===== src/rtl/easy_fifo_axis_pkt.sv =====
// AXI-Stream FIFO with optional store-and-forward packet mode and bad-packet drop.
// Speculative write pointer, committed pointer and read pointer share one memory.
module easy_fifo_axis_pkt #(
    parameter int DWIDTH        = 32,
    parameter int DEPTH         = 16,
    parameter int PKT_MODE      = 1,
    parameter int DROP_EN       = 1,
    parameter int AFULL_THRESH  = DEPTH - 2,
    parameter int AEMPTY_THRESH = 2,
    localparam int CW           = $clog2(DEPTH) + 1
) (
    input  logic              clk,
    input  logic              rst_n,
    input  logic [DWIDTH-1:0] s_axis_tdata,
    input  logic              s_axis_tvalid,
    input  logic              s_axis_tlast,
    input  logic              s_axis_tuser,
    output logic              s_axis_tready,
    output logic [DWIDTH-1:0] m_axis_tdata,
    output logic              m_axis_tvalid,
    output logic              m_axis_tlast,
    input  logic              m_axis_tready,
    output logic [CW-1:0]     wr_count,
    output logic [CW-1:0]     rd_count,
    output logic [CW-1:0]     pkt_count,
    output logic              almost_full,
    output logic              almost_empty,
    output logic              drop_pulse
);

    localparam int AW = CW - 1;
    localparam logic [CW-1:0] DEPTH_C  = CW'(DEPTH);
    localparam logic [CW-1:0] AFULL_C  = CW'(AFULL_THRESH);
    localparam logic [CW-1:0] AEMPTY_C = CW'(AEMPTY_THRESH);

    typedef enum logic {
        ST_ACCEPT,
        ST_DROP
    } wr_state_e;

    wr_state_e       r_state;
    wr_state_e       w_state_nxt;
    logic [CW-1:0]   r_wr_ptr;
    logic [CW-1:0]   r_cm_ptr;
    logic [CW-1:0]   r_rd_ptr;
    logic [CW-1:0]   r_pkt_count;
    logic [CW-1:0]   w_wr_ptr_nxt;
    logic [CW-1:0]   w_cm_ptr_nxt;
    logic [CW-1:0]   w_used;
    logic            r_ready_en;
    logic            r_drop_pulse;
    logic            w_has_room;
    logic            w_wr_fire;
    logic            w_rd_fire;
    logic            w_mem_we;
    logic            w_drop;
    logic            w_commit_pkt;
    logic [DWIDTH:0] w_rd_word;
    logic [DWIDTH:0] r_mem [DEPTH];

    assign w_used        = r_wr_ptr - r_rd_ptr;
    assign w_has_room    = w_used < DEPTH_C;
    // Ready is held low until the first edge after reset release.
    assign s_axis_tready = r_ready_en & ((r_state == ST_DROP) | w_has_room);
    assign w_wr_fire     = s_axis_tvalid & s_axis_tready;
    assign w_rd_word     = r_mem[r_rd_ptr[AW-1:0]];
    assign m_axis_tvalid = r_rd_ptr != r_cm_ptr;
    assign m_axis_tdata  = w_rd_word[DWIDTH-1:0];
    assign m_axis_tlast  = w_rd_word[DWIDTH];
    assign w_rd_fire     = m_axis_tvalid & m_axis_tready;

    assign wr_count      = w_used;
    assign rd_count      = r_cm_ptr - r_rd_ptr;
    assign pkt_count     = r_pkt_count;
    assign almost_full   = wr_count >= AFULL_C;
    assign almost_empty  = rd_count <= AEMPTY_C;
    assign drop_pulse    = r_drop_pulse;

    // NOTE: defaults first so every path assigns each signal and no latch is inferred.
    always_comb begin
        w_state_nxt  = r_state;
        w_wr_ptr_nxt = r_wr_ptr;
        w_cm_ptr_nxt = r_cm_ptr;
        w_mem_we     = 1'b0;
        w_drop       = 1'b0;
        w_commit_pkt = 1'b0;
        case (r_state)
            ST_ACCEPT: begin
                if (w_wr_fire) begin
                    w_mem_we     = 1'b1;
                    w_wr_ptr_nxt = r_wr_ptr + 1'b1;
                    if (PKT_MODE == 0) begin
                        w_cm_ptr_nxt = r_wr_ptr + 1'b1;
                        w_commit_pkt = s_axis_tlast;
                    end else if (s_axis_tlast) begin
                        if ((DROP_EN != 0) && s_axis_tuser) begin
                            w_wr_ptr_nxt = r_cm_ptr;
                            w_drop       = 1'b1;
                        end else begin
                            w_cm_ptr_nxt = r_wr_ptr + 1'b1;
                            w_commit_pkt = 1'b1;
                        end
                    end
                end else if ((PKT_MODE != 0) && !w_has_room &&
                             (r_wr_ptr != r_cm_ptr) && (r_cm_ptr == r_rd_ptr)) begin
                    // Packet larger than the whole FIFO can never commit: discard it.
                    w_wr_ptr_nxt = r_cm_ptr;
                    w_drop       = 1'b1;
                    w_state_nxt  = ST_DROP;
                end
            end
            ST_DROP: begin
                if (w_wr_fire && s_axis_tlast) begin
                    w_state_nxt = ST_ACCEPT;
                end
            end
            default: w_state_nxt = ST_ACCEPT;
        endcase
    end

    // NOTE: non-blocking assignments for all registered state.
    always_ff @(posedge clk or negedge rst_n) begin
        if (!rst_n) begin
            r_state <= ST_ACCEPT;
        end else begin
            r_state <= w_state_nxt;
        end
    end

    always_ff @(posedge clk or negedge rst_n) begin
        if (!rst_n) begin
            r_wr_ptr     <= '0;
            r_cm_ptr     <= '0;
            r_rd_ptr     <= '0;
            r_pkt_count  <= '0;
            r_drop_pulse <= 1'b0;
            r_ready_en   <= 1'b0;
        end else begin
            r_ready_en   <= 1'b1;
            r_wr_ptr     <= w_wr_ptr_nxt;
            r_cm_ptr     <= w_cm_ptr_nxt;
            r_drop_pulse <= w_drop;
            if (w_rd_fire) begin
                r_rd_ptr <= r_rd_ptr + 1'b1;
            end
            case ({w_commit_pkt, w_rd_fire & w_rd_word[DWIDTH]})
                2'b10:   r_pkt_count <= r_pkt_count + 1'b1;
                2'b01:   r_pkt_count <= r_pkt_count - 1'b1;
                default: r_pkt_count <= r_pkt_count;
            endcase
        end
    end

    // NOTE: storage is not reset; the pointers alone decide which entries are valid.
    always_ff @(posedge clk) begin
        if (w_mem_we) begin
            r_mem[r_wr_ptr[AW-1:0]] <= {s_axis_tlast, s_axis_tdata};
        end
    end

endmodule


===== config.mk =====
export PLATFORM = sky130hd
export DESIGN_NAME = easy_fifo_axis_pkt
export DESIGN_NICKNAME = d
export VERILOG_FILES = /design/src/rtl/easy_fifo_axis_pkt.sv
export SDC_FILE = /design/constraint.sdc
export NUM_CORES = 1
export LEC_CHECK = 0
export BUFFER_PORTS_ARGS = -buffer_cell sky130_fd_sc_hd__buf_2
export CORE_ASPECT_RATIO = 0.75
export CORE_MARGIN = 10
export CORE_UTILIZATION = 30
export DETAILED_ROUTE_END_ITERATION = 10
export PLACE_DENSITY = 0.47
export SLEW_MARGIN = 20
export SYNTH_ARGS = -nofsm -noshare
export SYNTH_HDL_FRONTEND = slang
export SYNTH_SLANG_ARGS = --single-unit

===== constraint.sdc =====
create_clock -name clk -period 17.3 [get_ports clk]
set_clock_uncertainty 0.05 [all_clocks]
set_input_delay 3.46 -clock clk [delete_from_list [all_inputs] [get_ports clk]]
set_output_delay 3.46 -clock clk [all_outputs]
set_load 0.02 [all_outputs]

==> impl_metrics.json, run 1 <==
{
  "area_taken_by_multi_input_logic_gates_um2": 5201,
  "clock_insertion_delay_worst_skew_ns": 0.60,
  "grt_remaining_overflow": 0,
  "num_io_pins": 91,
  "cts_max_level": 2,
  "post_synth_xor_area_fraction_pct": 1.033,
  "p_per_cell_area_nw_per_um2": 168.8,
  "grt_start_max_net_pins": 59,
  "design.core.area_um2": 72110,
  "rsz0062_at_grt": "false",
  "nFillCells": 6803,
  "cts.sinks": 551,
  "fin_total_pwr_uw": 4255,
  "die-width_um": 332.1,
  "net_count_of_the_mapped_netlist": 1157,
  "synth_top_cell_area_share_pct": 72.34,
  "via_count_of_the_first_global_routing_pass": 11313,
  "transition_time_at_the_pin_with_the_least_slew_margin_ns": 1.010,
  "path_delay_family": "buffers and inverters",
  "cp-start-kind": "register",
  "cts_inserted_buffers": 55,
  "fp.dieArea_um2": 84380,
  "hold_viol_final": 0,
  "final-setup-viol-count": 0,
  "cts_max_path_buffers": 3,
  "core.rowCount": 85,
  "synth_largest_area_cell": "sky130_fd_sc_hd__edfxtp_1",
  "post_synthesis_cell_count": 1099,
  "slew_headroom_pct": 32.69,
  "layout-area-overhead-vs-synth_pct": 15.01,
  "worst_setup_hold_path_clk_slew_ns": 0.06,
  "final.period_utilization_pct": 46.25,
  "muxShareOfSynthArea_pct": 14.11,
  "antenna_found_initial": 2,
  "cp-end-kind": "primary output",
  "fraction_of_layout_cells_with_a_size_suffix_above_1_pct": 28.26,
  "worst_ir_drop_vdd_uv": 89.98,
  "critPathBufInv": 3,
  "timing.fmax_mhz": 125.0,
  "cts_setup_buffers": 0,
  "yosysWarningCount": 0,
  "cap_viol_max_count": 0,
  "critical_path_peak_fanout": 40,
  "gp_routability_congestion": 0.7209,
  "synth.yosys.seq_area_share_pct": 74.97,
  "synth-main-ff-cell": "sky130_fd_sc_hd__edfxtp_1",
  "arr_time_crit_path_ns": 4.49,
  "worst-endpoint-required_ns": 13.79,
  "hold_path_class": "register to register",
  "asyncSetResetFlopFracSynth_pct": 4.174,
  "dp.final_hpwl_um": 27250,
  "clock_tree_from_tritoncts": "done",
  "overall_routed_net_length_um": 53490,
  "largest_family_of_logic_cells_by_synthesized_area": "multiplexers",
  "p_leak_uw": 0.008256,
  "hold_buffers": 0,
  "simple_gate_fraction_of_synth_area_pct": 4.864,
  "synth_edf_count": 528,
  "critical_path.slowest_cell": "sky130_fd_sc_hd__dfrtp_4",
  "number_of_distinct_library_cell_variants_in_the_gate_level_netlist_after_synthesis": 53,
  "synth_fa_ha_area_share_pct": 1.245,
  "synth_compound_gate_area_share_pct": 2.175,
  "slew_violations": 0,
  "final_antenna_net_count": 0,
  "num_vias": 10751,
  "area_of_the_mapped_netlist_um2": 21920,
  "yosys.cell_count.top_type": "sky130_fd_sc_hd__edfxtp_1",
  "detailedRoute.firstIterationViolations": 841,
  "outcome": "finished clean",
  "post_cts.resized_instances": 0,
  "io_buffer_count": 90,
  "grt_first_pass_wirelength_um": 79540,
  "drc": 0,
  "start_util_pct": 30.40,
  "routed_wire_length_per_instance_um": 24.24,
  "post_synth_most_frequent_cells": "528 x sky130_fd_sc_hd__edfxtp_1, 142 x sky130_fd_sc_hd__nand2_1, 132 x sky130_fd_sc_hd__mux4_2, 37 x sky130_fd_sc_hd__clkbuf_1, 36 x sky130_fd_sc_hd__a31oi_1",
  "globalRouteTotalUtil_pct": 12.55,
  "firstDrtPassIters": 5,
  "die_height_um": 254.1,
  "num-nets-final": 1264,
  "synthesis.area_per_instance_um2": 19.94,
  "critPathKind": "register to primary output",
  "crit_path_max_incr_delay_ns": 0.96,
  "ctsRootBufferMaster": "sky130_fd_sc_hd__clkbuf_16",
  "synth.area.top_cells": "sky130_fd_sc_hd__edfxtp_1 72%, sky130_fd_sc_hd__mux4_2 14%, sky130_fd_sc_hd__dfrtp_1 2.6%",
  "period_needed_ns": 8.001,
  "setup-tns-final_ns": 0,
  "critPathMostFrequentCell": "sky130_fd_sc_hd__buf_4",
  "sequential_cell_area_um2": 16440,
  "timing.critical_path.cells": "buf_4 > buf_4 > mux4_2 > nand2_1 > and3_1 > a31oi_1 > buf_2",
  "synth_seq_cells": 551,
  "routed_via_density": 4.871
}
## final timing paths
check,start,end,slack (ns),cells after the start
max in group asynchronous,rst_n,r_rd_ptr[0],13.88,1
min in group asynchronous,rst_n,r_cm_ptr[3],2.83,1
worst max-delay path,r_rd_ptr[0],m_axis_tdata[13],9.30,7
worst max register to register,r_rd_ptr[0],pkt_count[4],12.56,14
worst min-delay path,pkt_count[4],pkt_count[4],0.42,1
worst min register to register,pkt_count[4],pkt_count[4],0.42,1
## per-stage QoR
step	util, %	std cells	hold slack [ns]	area [um^2]	setup WS (ns)
finish	34.96	2207	0.4171	25210	9.299
global route	34.95	2206	0.4442	25200	8.880
floorplan	-	1099	0.4722	21920	9.381
detailed placement	32.59	2106	0.4195	23500	9.775
CTS	34.95	2206	0.4319	25200	9.110
global placement	32.59	2106	0.4197	23500	9.760
## flip-flops by register name, indices dropped and copies added (netlist names)
| register | cells |
|---|---|
| r_ready_en | 1 |
| pkt_count | 5 |
| r_wr_ptr | 5 |
| r_state | 1 |
| drop_pulse | 1 |
| r_cm_ptr | 5 |
| r_rd_ptr | 5 |
| r_mem | 528 |
## per-layer routing
metal  track usage [%]  up-vias  routed length [um]
met1             17.92     5781               25860
met2             19.85      218               24690
met4             2.957        2                 930
li1                  -     4683                   -
met5                 0        -                  11
met3             1.967       67                2008
## layout by cell type (no fill, tap or decap), types with 8 or more instances in the layout
cell type                   Yosys  final
sky130_fd_sc_hd__buf_4          6     21
sky130_fd_sc_hd__and4b_2        0      8
sky130_fd_sc_hd__clkbuf_1      37     13
sky130_fd_sc_hd__buf_2         11     90
sky130_fd_sc_hd__clkinv_1       2     12
sky130_fd_sc_hd__mux4_2       132    132
sky130_fd_sc_hd__xnor2_1       13     13
sky130_fd_sc_hd__inv_1         12     12
sky130_fd_sc_hd__and3_1        35     35
sky130_fd_sc_hd__clkinv_2       0      8
sky130_fd_sc_hd__dfrtp_1       23     19
sky130_fd_sc_hd__xor2_1        11     11
sky130_fd_sc_hd__a31oi_1       36     36
sky130_fd_sc_hd__clkbuf_16      0     56
sky130_fd_sc_hd__ha_1          17     17
sky130_fd_sc_hd__nand2_1      142    142
sky130_fd_sc_hd__a21oi_1        9      8
sky130_fd_sc_hd__edfxtp_1     528    528
## area by class of cell
cell class	instances	area share (%)
clock inverter	31	0.9977
inverter	14	0.2085
multi-input combinational	473	20.63
timing repair buffer	111	2.412
clock buffer	69	5.753
sequential	551	65.23
tap	957	4.750
antenna	1	0.009928
## power breakdown
part	internal, uW	switching, uW	leakage [uW]
clock	639	502	0.000824
sequential	1540	144	0.00503
combinational	595	833	0.00241
## cells by family (layout without fill, tap and decap cells)
| logic type | count (synthesis) | after routing |
|---|---|---|
| compound gates | 70 | 70 |
| xor+xnor | 25 | 25 |
| fa+ha+maj | 20 | 20 |
| buf+inv | 75 | 225 |
| flops | 551 | 551 |
| mux | 142 | 142 |
| other cells | 1 | 2 |
| simple gates | 215 | 215 |
Note: power is estimated with default switching activity, not from simulation.
==> run 2: changes to the inputs <==
==> constraint.sdc (replaced) <==
create_clock -name clk -period 7.6 [get_ports clk]
set_clock_uncertainty 0.05 [all_clocks]
set_input_delay 1.52 -clock clk [delete_from_list [all_inputs] [get_ports clk]]
set_output_delay 1.52 -clock clk [all_outputs]
set_load 0.02 [all_outputs]
==> run 2 against run 1 <==
Net effect:
- routed wire length fell by 0.40%
- combinational power increased by 130%
- sequential share of layout area shrank 0.44 points
- core utilization grew 0.24 points
- sequential power increased by 130%
- critical endpoint is now almost_empty
- die area stayed put
==> impl_metrics.json, run 2 (synthesis results as in run 1) <==
{
  "slew_violations": 0,
  "fp.dieArea_um2": 84380,
  "largest_register_ffs": 528,
  "die-width_um": 332.1,
  "critPathKind": "register to primary output",
  "worst_ir_drop_vdd_uv": 305.6,
  "grt_remaining_overflow": 0,
  "setup-tns-final_ns": 0,
  "p_per_cell_area_nw_per_um2": 390.6,
  "num-nets-final": 1261,
  "timing.fmax_mhz": 187.2,
  "final.period_utilization_pct": 70.28,
  "layout-area-overhead-vs-synth_pct": 15.78,
  "crit-reg2reg-capture": "pkt_count[4]",
  "critical_path.reg2reg.startpoint": "r_rd_ptr[1]",
  "grt_first_pass_wirelength_um": 77980,
  "cts.sinks": 551,
  "arr_time_crit_path_ns": 3.77,
  "dp.final_hpwl_um": 27300,
  "p_leak_uw": 0.008336,
  "mostFrequentLayoutCell": "sky130_fd_sc_hd__edfxtp_1",
  "ctsRootBufferMaster": "sky130_fd_sc_hd__clkbuf_16",
  "overall_routed_net_length_um": 53280,
  "antenna_found_initial": 2,
  "cts_inserted_buffers": 54,
  "fraction_of_layout_cells_with_a_size_suffix_above_1_pct": 28.85,
  "fin_total_pwr_uw": 9912,
  "clock_insertion_delay_worst_skew_ns": 0.60,
  "die_height_um": 254.1,
  "slew_headroom_pct": 33.86,
  "reg2reg_depth": 13,
  "final_antenna_net_count": 0,
  "cts_max_path_buffers": 3,
  "worst_setup_hold_path_clk_slew_ns": 0.06,
  "rsz0062_at_grt": "false",
  "routed_wire_length_per_instance_um": 24.15,
  "routed_via_density": 4.823,
  "start_util_pct": 30.40,
  "hold_buffers": 0,
  "hold_start": "pkt_count[4]",
  "worst-endpoint-required_ns": 6.03,
  "critical_path_peak_fanout": 56,
  "outcome": "finished clean",
  "setup.reg_to_reg.worst_slack_ns": 3.03,
  "hold-path-endpoint": "pkt_count[4]",
  "nFillCells": 6772,
  "final-setup-viol-count": 0,
  "design.core.area_um2": 72110,
  "io_buffer_count": 90,
  "gp_routability_congestion": 0.7119,
  "hold_viol_final": 0,
  "post_cts.resized_instances": 0,
  "hold_path_depth": 1,
  "globalRouteTotalUtil_pct": 12.33,
  "layout_common_cells": "528 x sky130_fd_sc_hd__edfxtp_1, 142 x sky130_fd_sc_hd__nand2_1, 132 x sky130_fd_sc_hd__mux4_2, 90 x sky130_fd_sc_hd__buf_2, 55 x sky130_fd_sc_hd__clkbuf_16",
  "cts_max_level": 2,
  "via_count_of_the_first_global_routing_pass": 11112,
  "transition_time_at_the_pin_with_the_least_slew_margin_ns": 0.9921,
  "cts_setup_buffers": 0,
  "cap_viol_max_count": 0,
  "cp-start-kind": "register",
  "num_io_pins": 91,
  "clock_tree_from_tritoncts": "done",
  "num_vias": 10640,
  "hold_path_class": "register to register",
  "drc": 0,
  "grt_start_max_net_pins": 108,
  "firstDrtPassIters": 5,
  "cp-end-kind": "primary output",
  "core.rowCount": 85,
  "period_needed_ns": 5.341,
  "detailedRoute.firstIterationViolations": 896
}
run 2: cell count changes in the layout (fill, tap and decap cells not counted), sizes merged:
| cell | delta |
|---|---|
| buf | -2 |
| clkinv | +1 |
| clkbuf | -7 |
| clkinvlp | +1 |
| bufinv | +6 |
run 2: power breakdown:
group          switching, uW  internal [uW]
Combinational           1910           1360
Clock                   1170           1650
Sequential               306           3510
run 2: how the worst max path moves through the flow:
stage                     slack, ns               end         from
after floorplan                1.35       r_mem[0][0]  r_rd_ptr[1]
after global placement         2.83  m_axis_tdata[13]  r_rd_ptr[0]
after detailed placement       2.83      almost_empty  r_rd_ptr[1]
after CTS                      2.18      almost_empty  r_rd_ptr[1]
after global routing           2.00  m_axis_tdata[13]  r_rd_ptr[0]
final                          2.26      almost_empty  r_rd_ptr[1]
run 2: final cells by class:
| class | count | area, um^2 | area share (%) |
|---|---|---|---|
| clock inverters | 39 | 451.7 | 1.780 |
| inverters | 14 | 52.55 | 0.2071 |
| diodes | 1 | 2.502 | 0.009861 |
| repair buffers | 109 | 605.6 | 2.386 |
| well taps | 957 | 1197 | 4.718 |
| multi-input cells | 473 | 5201 | 20.50 |
| flip-flops and latches | 551 | 16440 | 64.80 |
| clock buffers | 62 | 1423 | 5.606 |
run 2: through the flow:
step           cell area, um^2  cells  hold WS, ns  utilization, %  setup slack [ns]
2_1_floorplan            21920   1099       0.4722               -             1.347
3_3_place_gp             23500   2104       0.4205           32.59             2.831
3_5_place_dp             23500   2104       0.4204           32.59             2.830
4_1_cts                  25370   2205       0.4309           35.19             2.177
5_1_grt                  25370   2205       0.4562           35.19             2.003
6_report                 25380   2206       0.4167           35.19             2.259
run 2: critical path, cell delays in order (launching register included):
cell and delay (ns):
sky130_fd_sc_hd__dfrtp_4 1.07, sky130_fd_sc_hd__inv_2 0.11, sky130_fd_sc_hd__buf_4 0.37, sky130_fd_sc_hd__fa_1 0.51, sky130_fd_sc_hd__a21o_1 0.18, sky130_fd_sc_hd__a21oi_1 0.17, sky130_fd_sc_hd__xnor2_1 0.09, sky130_fd_sc_hd__a2111oi_0 0.39
sky130_fd_sc_hd__buf_2 0.24
run 2: metal layers:
layer,wire length (um),GRT usage [%],vias to the layer above
li1,-,-,4679
met1,25230,17.16,5710
met2,25160,19.85,181
met3,1941,2.164,68
met4,941,2.944,2
met5,11,0,-
